File: src/rtl/axis_gated_packetizer.sv
// Gated AXI4-Stream packetizer: forwards gated samples as fixed-length
// packets, zero-padding any packet cut short by the gate falling.
module axis_gated_packetizer #(
  parameter int AXIS_TDATA_WIDTH = 32,
  parameter int CNTR_WIDTH       = 16
) (
  input  logic                        aclk,
  input  logic                        aresetn,
  input  logic                        trg_flag,
  input  logic [CNTR_WIDTH-1:0]       cfg_data,
  output logic                        sts_overflow,
  output logic [31:0]                 sts_data,
  output logic                        s_axis_tready,
  input  logic [AXIS_TDATA_WIDTH-1:0] s_axis_tdata,
  input  logic                        s_axis_tvalid,
  input  logic                        m_axis_tready,
  output logic [AXIS_TDATA_WIDTH-1:0] m_axis_tdata,
  output logic                        m_axis_tvalid,
  output logic                        m_axis_tlast
);

  typedef enum logic [1:0] {
    IDLE,
    PASS,
    FLUSH
  } state_t;

  state_t                      state, state_nxt;
  logic [CNTR_WIDTH-1:0]       len_reg, len_nxt;
  logic [CNTR_WIDTH-1:0]       cntr, cntr_nxt;
  logic [AXIS_TDATA_WIDTH-1:0] load_data;
  logic                        slot_free;
  logic                        at_last;
  logic                        load;
  logic                        ovf_set;

  assign s_axis_tready = 1'b1;
  assign slot_free     = ~m_axis_tvalid | m_axis_tready;
  assign at_last       = (cntr == len_reg);

  always_comb begin
    state_nxt = state;
    len_nxt   = len_reg;
    cntr_nxt  = cntr;
    load      = 1'b0;
    load_data = '0;
    ovf_set   = 1'b0;
    unique case (state)
      IDLE: begin
        if (trg_flag) begin
          state_nxt = PASS;
          len_nxt   = cfg_data;
          cntr_nxt  = '0;
        end
      end
      PASS: begin
        if (trg_flag) begin
          if (s_axis_tvalid) begin
            if (slot_free) begin
              load      = 1'b1;
              load_data = s_axis_tdata;
              cntr_nxt  = at_last ? '0 : cntr + 1'b1;
              if (at_last) len_nxt = cfg_data;
            end else begin
              ovf_set = 1'b1;
            end
          end
        end else begin
          state_nxt = (cntr == '0) ? IDLE : FLUSH;
        end
      end
      FLUSH: begin
        // Pad the interrupted packet with zero beats up to its length
        if (slot_free) begin
          load     = 1'b1;
          cntr_nxt = at_last ? '0 : cntr + 1'b1;
          if (at_last) state_nxt = IDLE;
        end
      end
      default: state_nxt = IDLE;
    endcase
  end

  always_ff @(posedge aclk) begin
    if (!aresetn) begin
      state         <= IDLE;
      len_reg       <= '0;
      cntr          <= '0;
      m_axis_tdata  <= '0;
      m_axis_tvalid <= 1'b0;
      m_axis_tlast  <= 1'b0;
      sts_overflow  <= 1'b0;
      sts_data      <= '0;
    end else begin
      state   <= state_nxt;
      len_reg <= len_nxt;
      cntr    <= cntr_nxt;
      if (slot_free) begin
        m_axis_tvalid <= load;
        m_axis_tlast  <= load & at_last;
        if (load) m_axis_tdata <= load_data;
      end
      if (ovf_set) sts_overflow <= 1'b1;
      if (m_axis_tvalid & m_axis_tready & m_axis_tlast)
        sts_data <= sts_data + 32'd1;
    end
  end

endmodule
File: config.mk
export PLATFORM = sky130hd
export DESIGN_NAME = axis_gated_packetizer
export DESIGN_NICKNAME = d
export VERILOG_FILES = /design/src/rtl/axis_gated_packetizer.sv
export SDC_FILE = /design/constraint.sdc
export NUM_CORES = 1
export LEC_CHECK = 0
export ABC_AREA = 1
export CAP_MARGIN = 20
export CELL_PAD_IN_SITES_DETAIL_PLACEMENT = 0
export CELL_PAD_IN_SITES_GLOBAL_PLACEMENT = 2
export CORE_MARGIN = 8
export CORE_UTILIZATION = 29
export DETAILED_ROUTE_END_ITERATION = 12
export HOLD_SLACK_MARGIN = 0.02
export PLACE_DENSITY_LB_ADDON = 0.1
export REMOVE_ABC_BUFFERS = 1
export SYNTH_ARGS = -nofsm -noshare
export SYNTH_HDL_FRONTEND = slang
export SYNTH_SLANG_ARGS = --single-unit
export TNS_END_PERCENT = 1
File: constraint.sdc
create_clock -name aclk -period 4.3 [get_ports aclk]
set_clock_uncertainty 0.15 [all_clocks]
set_input_delay 0.43 -clock aclk [delete_from_list [all_inputs] [get_ports aclk]]
set_output_delay 0.43 -clock aclk [all_outputs]
set_load 0.1 [all_outputs]
==> metrics <==
Initial Util 29.3%; unrepaired setup endpoints after global routing no; cell count after placement 1066; antenna cells 0; initial antenna violation count 0; worst vdd ir 0.000175 V; capture point of the worst reg-to-reg path m_axis_tlast; max_cap viols 0; die width 148 um; Hold Crit Depth 2; Slew @ Worst Pin 1040 ps; Vias 4996; Critical Path RT 4390 ps; switch share 40.6%; Max Clk Rate 0.384 GHz; first-pass GRT wire length 24.9 mm; library cells used by synthesis 36; final core utilization 39.2%; Final WS setup 1690 ps; Worst slew margin 30.3%; worst-path fanout max 34; P_leak 2.50 nW; Residual DRC 0; Post-Layout Cell Count 1082; switching pwr 1.19 mW; Die Ht 148 um; Comb pwr share 34.7%; setup TNS 0 ps; outcome completed; CTS max path bufs 2; gp weighted congestion 0.804; Die ar. 0.0218 sq mm; Largest regs m_axis_tdata (32), sts_data (32); Rows 48; sequential share of power 37.7%; WS Path Type reg -> reg; share of layout cells above drive strength 1 6.18%; total CTS buffers 9; Power Dens Cells 435 mW/mm^2; Pint 1.73 mW; pin count of the biggest net entering global routing 49; Post-CTS Setup Inserts 0; crit path capture type register; Port Buf Inserts 119; crit path time final 2610 ps; number of global-route vias before repair 4912; worst r2r path cells 9; CTS tree built; Hold Vio Cnt, Final 0; clock-pin slew on the worst setup and hold paths 80 ps; Final nets 912; hold path startpoint m_axis_tdata[12]; Worst Hold Slack 313 ps; remaining antenna violation count after routing 0; Post-CTS Resized 0; GRT overflow 0; clock root cell clkbuf_16; R2R setup slack 1690 ps; CTS Hold Buffers Added 0; Sink Count 101; R2R Path Start state[1]; later-pin clock latency in the skew report 350 ps; detailed placer's ending HPWL 11.5 mm; Final Setup Violations 0; Vias per Instance 4.62; initial DRC count 237; Worst EP arrival 2700 ps; Worst Hold End m_axis_tdata[12]; Hold Crit Class reg -> reg; Tcrit/Tclk final 60.6%; GRT Total Usage 14.2%; yosys warns 0; core footprint 0.0171 sq mm; Seq/Total Area, Yosys 40.3%; Startpoint Class register; final wirelength 15.5 mm; Ports 121; Area Overhead vs Synth 33.6%; Avg Inst Size Synth 6.76 sq um; pre-CTS WS 1470 ps; register bit total from synthesis 101; max-slew violations 0; Clk network pwr share 27.6%; CTS H-tree depth 3; first-pass iteration count of the detailed router 5; wire per inst 14.3 um; Synth Instances 743; Post-Syn Area 0.00502 sq mm
## per-layer routing
layer,GRT usage (%),part of all wire (%),up-vias
met5,0,0,-
met4,5.10,1.6,0
met3,3.27,3.9,13
met2,24.5,49,79
met1,16.8,45,2317
li1,-,-,2587
## worst max path at each step
| stage | from | to | slack, ps | cells past startpoint |
|---|---|---|---|---|
| after global placement | trg_flag | m_axis_tlast | 1550 | 8 |
| after global routing | state[1] | m_axis_tdata[8] | 1470 | 9 |
| after floorplan | m_axis_tvalid | m_axis_tlast | 1030 | 6 |
| after detailed placement | trg_flag | m_axis_tdata[4] | 1470 | 8 |
| final | state[1] | m_axis_tlast | 1690 | 9 |
| after CTS | state[1] | m_axis_tdata[4] | 1670 | 9 |
## synth_stat cells (all sizes together)
| library cell | instances | share of area (%) |
|---|---|---|
| a211oi | 3 | 0.45 |
| a21oi | 86 | 8.6 |
| a31oi | 1 | 0.12 |
| buf | 14 | 1.6 |
| clkbuf | 12 | 0.90 |
| clkinv | 1 | 0.075 |
| conb | 1 | 0.075 |
| dfxtp | 101 | 40 |
| ha | 7 | 1.7 |
| inv | 95 | 7.1 |
| nand2 | 187 | 14 |
| nand3 | 72 | 7.7 |
| nand3b | 1 | 0.15 |
| nand4 | 10 | 1.2 |
| nor2 | 99 | 8.6 |
| nor3 | 24 | 3.1 |
| nor3b | 2 | 0.40 |
| nor4 | 3 | 0.37 |
| o21a | 2 | 0.30 |
| o21ai | 13 | 1.4 |
| or2 | 1 | 0.12 |
| xnor2 | 1 | 0.17 |
| xor2 | 7 | 1.2 |
## worst max-delay path, stage by stage (launching register included)
cell	delay [ps]
dfxtp_1	400
inv_1	90
ha_1	260
inv_1	180
nor3_4	40
buf_4	240
o21ai_2	610
buf_4	340
or2_1	130
a21oi_1	50
## area by class of cell
class                      count  area (sq um)
sequential                   101          2020
inverter                      96           360
clock inverter                 7          56.3
timing repair buffer         124          1230
clock buffer                   9           225
fill                        1829         10400
tap                          225           282
multi-input combinational    520          2530
## cells by family after synthesis
kind of cell | count (synthesis) | share of synthesized area [%]
compound gates | 105 | 10.9
xor+xnor | 8 | 1.40
other cells | 1 | 0.0747
flops | 101 | 40.3
buf+inv | 122 | 9.67
simple gates | 399 | 35.9
fa+ha+maj | 7 | 1.74
## power groups by stage
stage / combinational [mW] / sequential (mW) / clock (mW)
floorplan: 0.580 / 1.24 / 0
global placement: 1.02 / 1.12 / 0
detailed placement: 1.03 / 1.12 / 0
CTS: 1.03 / 1.10 / 0.835
global route: 1.15 / 1.12 / 0.878
finish: 1.01 / 1.10 / 0.806
## cell usage in the layout, fill, tap and decap left out, drive strengths merged
cell,netlist,final
a211oi,3,3
a31oi,1,1
clkinvlp,0,4
nand4,10,10
nor4,3,3
o21a,2,2
nand3b,1,1
clkinv,1,1
clkdlybuf4s50,0,119
or2,1,1
dfxtp,101,101
nor3b,2,2
xor2,7,7
clkbuf,12,9
a21oi,86,86
nand2,187,187
nor2,99,99
buf,14,5
inv,95,98
nor3,24,24
conb,1,1
xnor2,1,1
nand3,72,72
ha,7,7
o21ai,13,13
## per-stage QoR
| stage | area, sq um | power [mW] |
|---|---|---|
| after floorplan | 4890 | 1.82 |
| after global placement | 6420 | 2.14 |
| after global routing | 6710 | 3.14 |
| after CTS | 6710 | 2.97 |
| after detailed placement | 6420 | 2.16 |
| final | 6710 | 2.92 |
Power figures use the tool's default switching activity.
